## config.mk

```make
export PLATFORM = sky130hd
export DESIGN_NAME = data_mem_arbiter
export DESIGN_NICKNAME = d
export VERILOG_FILES = /design/src/rtl/data_mem_arbiter.sv
export SDC_FILE = /design/constraint.sdc
export NUM_CORES = 1
export LEC_CHECK = 0
export ABC_AREA = 1
export CAP_MARGIN = 25
export CORE_AREA = 2 2 118 120
export CTS_CLUSTER_SIZE = 25
export DETAILED_ROUTE_END_ITERATION = 6
export DIE_AREA = 0 0 120 122
export PLACE_DENSITY = 0.66
export RECOVER_POWER = 50
export SLEW_MARGIN = 20
export SYNTH_ARGS = -nofsm -noshare
export SYNTH_HDL_FRONTEND = slang
export SYNTH_SLANG_ARGS = --single-unit
```

## constraint.sdc

```tcl
create_clock -name clk -period 1.25 [get_ports clk]
set_input_delay 0.25 -clock clk [delete_from_list [all_inputs] [get_ports clk]]
set_output_delay 0.25 -clock clk [all_outputs]
set_load 0.005 [all_outputs]
```

## src/rtl/data_mem_arbiter.sv

```systemverilog
// ----------------------------------------------------------------------------
// data_mem_arbiter
//
// Shares the single data_memory port between the core load/store path and a
// debug/loader requester (program load, memory inspect). A two-state owner
// FSM decides who drives the port each cycle. The core is stalled while it
// does not own the port. Debug burst length and debug starvation are both
// bounded.
//
// Parameters
//   MAX_BURST     max consecutive granted debug accesses while core_req is high
//   STARVE_LIMIT  cycles debug may wait while the core owns the port before a
//                 forced handover
//
// Ports
//   clk, reset        rising-edge clock, asynchronous active-low reset
//   core_req/we/width/addr/wdata   core access request (alu_result / rs_2)
//   core_rdata        load data to core, combinational from mem_rdata
//   core_stall        freeze PC / regfile write while the core is not granted
//   dbg_req/we/width/addr/wdata    debug access request
//   dbg_gnt           debug access performed this cycle
//   dbg_rvalid        registered, one cycle after a granted debug read
//   dbg_rdata         registered debug read data (held between reads)
//   mem_write/width/addr/wdata     to data_memory
//   mem_rdata         from data_memory (combinational read)
// ----------------------------------------------------------------------------
module data_mem_arbiter #(
    parameter int unsigned MAX_BURST    = 4,
    parameter int unsigned STARVE_LIMIT = 8
) (
    input  logic        clk,
    input  logic        reset,

    input  logic        core_req,
    input  logic        core_we,
    input  logic [2:0]  core_width,
    input  logic [31:0] core_addr,
    input  logic [31:0] core_wdata,
    output logic [31:0] core_rdata,
    output logic        core_stall,

    input  logic        dbg_req,
    input  logic        dbg_we,
    input  logic [2:0]  dbg_width,
    input  logic [31:0] dbg_addr,
    input  logic [31:0] dbg_wdata,
    output logic        dbg_gnt,
    output logic        dbg_rvalid,
    output logic [31:0] dbg_rdata,

    output logic        mem_write,
    output logic [2:0]  mem_width,
    output logic [31:0] mem_addr,
    output logic [31:0] mem_wdata,
    input  logic [31:0] mem_rdata
);

    localparam int unsigned BurstW  = $clog2(MAX_BURST) + 1;
    localparam int unsigned StarveW = $clog2(STARVE_LIMIT) + 1;

    localparam logic [BurstW-1:0]  BurstLast  = BurstW'(MAX_BURST - 1);
    localparam logic [StarveW-1:0] StarveLast = StarveW'(STARVE_LIMIT - 1);

    typedef enum logic [0:0] {
        StCore = 1'b0,
        StDbg  = 1'b1
    } owner_e;

    owner_e             owner_q;
    logic [BurstW-1:0]  burst_cnt_q;
    logic [StarveW-1:0] starve_cnt_q;

    logic core_gnt;

    // ------------------------------------------------------------------------
    // Grants. Qualified with reset so that asserting reset mid-access removes
    // the grant (and with it any write strobe) before the next clock edge.
    // ------------------------------------------------------------------------
    always_comb begin
        core_gnt = reset && core_req && (owner_q == StCore);
        dbg_gnt  = reset && dbg_req  && (owner_q == StDbg);
    end

    assign core_stall = core_req && !core_gnt;
    assign core_rdata = mem_rdata;

    // ------------------------------------------------------------------------
    // Port mux. The owner drives address/data/width even on idle cycles; only
    // the write strobe needs a real grant.
    // ------------------------------------------------------------------------
    always_comb begin
        if (owner_q == StDbg) begin
            mem_width = dbg_width;
            mem_addr  = dbg_addr;
            mem_wdata = dbg_wdata;
        end else begin
            mem_width = core_width;
            mem_addr  = core_addr;
            mem_wdata = core_wdata;
        end

        if (core_gnt) begin
            mem_write = core_we;
        end else if (dbg_gnt) begin
            mem_write = dbg_we;
        end else begin
            mem_write = 1'b0;
        end
    end

    // ------------------------------------------------------------------------
    // Owner FSM, fairness counters and the debug read-data register.
    // ------------------------------------------------------------------------
    always_ff @(posedge clk or negedge reset) begin
        if (!reset) begin
            owner_q      <= StCore;
            burst_cnt_q  <= '0;
            starve_cnt_q <= '0;
            dbg_rvalid   <= 1'b0;
            dbg_rdata    <= '0;
        end else begin
            dbg_rvalid <= dbg_gnt && !dbg_we;
            if (dbg_gnt && !dbg_we) begin
                dbg_rdata <= mem_rdata;
            end

            case (owner_q)
                StCore: begin
                    burst_cnt_q <= '0;
                    // starve_cnt_q holds how many earlier consecutive cycles
                    // debug has already waited; this cycle is one more.
                    if (dbg_req && (!core_req || starve_cnt_q >= StarveLast)) begin
                        owner_q      <= StDbg;
                        starve_cnt_q <= '0;
                    end else if (dbg_req) begin
                        if (starve_cnt_q != '1) begin
                            starve_cnt_q <= starve_cnt_q + StarveW'(1);
                        end
                    end else begin
                        starve_cnt_q <= '0;
                    end
                end

                StDbg: begin
                    starve_cnt_q <= '0;
                    // The counter keeps running (saturating) while the core is
                    // idle, so a long unbounded burst hands over on the first
                    // grant after core_req rises; hence >= rather than ==.
                    if (!dbg_req ||
                        (core_req && dbg_gnt && burst_cnt_q >= BurstLast)) begin
                        owner_q     <= StCore;
                        burst_cnt_q <= '0;
                    end else if (dbg_gnt && burst_cnt_q != '1) begin
                        burst_cnt_q <= burst_cnt_q + BurstW'(1);
                    end
                end

                default: begin
                    owner_q <= StCore;
                end
            endcase
        end
    end

endmodule

```

==> impl_results.md <==
* Tcrit/Tclk final at 136.6%
* Final instance area at 7407 sq um
* CTS tree: yes
* CP arrival at 1.46 ns
* Largest net degree at the start of global routing at 37
* Commonest non-fill, non-tap cell in the layout: clkdlybuf4s50_1
* CP Cell Sequence: buf_12 -> buf_12 -> buf_8 -> buf_6 -> nand2_2 -> nand2_2 -> buf_6
* Worst Tran Pin Value at 0.9178 ns
* Clock buffer depth at 2
* Mapped Avg Cell Area at 6.331 sq um
* Status: finished, violations left
* Core ar. at 13500 sq um
* Via count at 4106
* CP max stage cell: dfrtp_2
* Initial core utilization at 21.14%
* Pleak at 0.003910 uW
* Core Rows at 43
* Routability Congestion at 0.8556
* Max cap viols at 0
* Skew final at 0.004942 ns
* Clock Sinks at 41
* Ant diodes at 0
* Area after DPL at 6172 sq um
* Yosys reg bits at 41
* Die area at 14640 sq um
* CP max FO at 5
* Htree depth at 2
* Pins Over Slew Limit at 0
* Fraction of layout cells with a size suffix above 1 at 43.29%
* I/O pins at 307
* Grt total ovfl at 0
* Floorplan die width at 120 um
* Most frequent cells in the layout: clkdlybuf4s50_1 (165), nand2_1 (149), nand2_2 (118)
* Final net count at 972
* Setup crit start kind: register
* First-pass GRT wire length at 22890 um
* # fillers at 1258
* Setup ws final at -0.4573 ns
* Netlist cell types at 19
* Non-filler instance count after layout at 977
* DR vias/cell at 4.203
* CP top delay family: buffers and inverters
* IO Port Bufs at 306
* Ys Warns at 0
* Root Driver: clkbuf_16
* Final hold viol count at 0
* R2r setup slk at -0.35 ns
* Post-Place Cells at 929
* CP Class: register to output port
* Critical Path Sink Type: output port
* GRT Total Usage at 20.39%
* DP HPWL at 10480 um
* Vias in the first global route at 4074
* Die extent in y at 122 um
* Wire per inst at 15.95 um
* Seq/Total Area, Yosys at 35.93%
* Worst path bufs/invs at 5
* Drt total wl at 15590 um
* Drt initial violations at 130
* Relative slew slack at 38.81%
* CP peak stage delay at 0.47 ns
* Post-synthesis instance total at 451
* Clock Latency Late Sink at 0.28 ns
* Reg clk slew, reported paths at 0.06 ns
* RSZ-0062 raised after global routing: yes
* Netlist Area Pre-Place at 2855 sq um
* DRC at 0
* Post-DRT Antenna Nets at 0
* Num CTS Buffers at 5
* Setup TNS at -38.11 ns
* Router iterations before antenna repair at 4
* Achievable frequency at 585.7 MHz
* Initial antenna violation count at 0
* Final setup vio count at 111
* HP Class: input port to async pin
* Failing checks: negative setup slack
* Synth-to-layout area growth at 159.4%
* Syn_nets at 627
* Crit path required time at 1.00 ns
* Power Density at 932.6 nW/um^2
* Final Util at 54.85%
* Crit path time final at 1.707 ns
* VDD IR max at 0.7448 mV
-- power by group --
part	internal (uW)	switching, uW	leakage [uW]
Clock	1140	533	0.0000938
Combinational	1990	1470	0.00329
Sequential	1620	153	0.000527
-- metrics by stage --
step	worst slack [ns]	total power [uW]	hold WS (ns)
floorplan	0.01971	2601	-0.04559
global placement	-0.6129	4716	0.2858
detailed placement	-0.6043	4730	0.2858
CTS	-0.5088	6725	0.01673
global route	-0.5173	7296	0.1067
finish	-0.4573	6908	0.07703
-- layout make-up --
cell class	instances	area, sq um	share of cell area (%)
flip-flops and latches	41	1027	13.87
well taps	180	225.2	3.041
repair buffers	389	3794	51.22
inverters	16	75.07	1.014
repair inverters	1	16.27	0.2196
multi-input cells	342	2079	28.07
clock inverters	3	65.06	0.8784
clock buffers	5	125.1	1.689
-- worst paths after layout --
path	from	to	cells after the start
setup / recovery	owner_q	mem_wdata[10]	7
hold / removal	reset	burst_cnt_q[1]	2
setup reg to reg	owner_q	dbg_rdata[8]	9
hold reg to reg	dbg_rdata[25]	dbg_rdata[25]	2
max in group asynchronous	reset	dbg_rdata[29]	2
min in group clk	mem_rdata[3]	dbg_rdata[3]	3
-- timing repair --
action                                 4_1_cts  5_1_grt
cloned                                      14        0
resized for setup                          506      180
hold buffers                                 1        0
setup endpoints to repair                  171      127
setup buffers                               32        5
endpoints found under the hold margin        1        0
pin swaps                                   83       40
-- sequential cells by signal, summed over array words and instances, names as in the netlist --
signal / cells
owner_q: 1
dbg_rvalid: 1
burst_cnt_q: 3
starve_cnt_q: 4
dbg_rdata: 32
-- layer usage --
metal | wire [um] | global-route usage, %
met4 | 522 | 7.647
met3 | 1609 | 7.163
met1 | 5687 | 22.65
met2 | 7768 | 35.87
met5 | 0 | 0
-- cells in the mapped netlist, drive strengths merged --
cell	instances	area share (%)
buf	46	12
ha	4	1.8
nand4	1	0.22
nand2	315	42
nand3	5	1.3
a21oi	1	0.18
nor2	11	2.0
inv	16	2.1
clkbuf	7	0.92
o21ai	4	0.70
dfrtp	41	36
-- logic make-up (layout without fill, tap and decap cells) --
| group | after synthesis | after routing | synth area share [%] |
|---|---|---|---|
| flip-flops | 41 | 41 | 35.93 |
| AO/OA/AOI/OAI | 5 | 5 | 0.8763 |
| adder cells (fa/ha/maj) | 4 | 4 | 1.753 |
| AND/OR/NAND/NOR | 332 | 333 | 46.01 |
| buffers and inverters | 69 | 414 | 15.42 |
(Power assumes the default switching activity.)
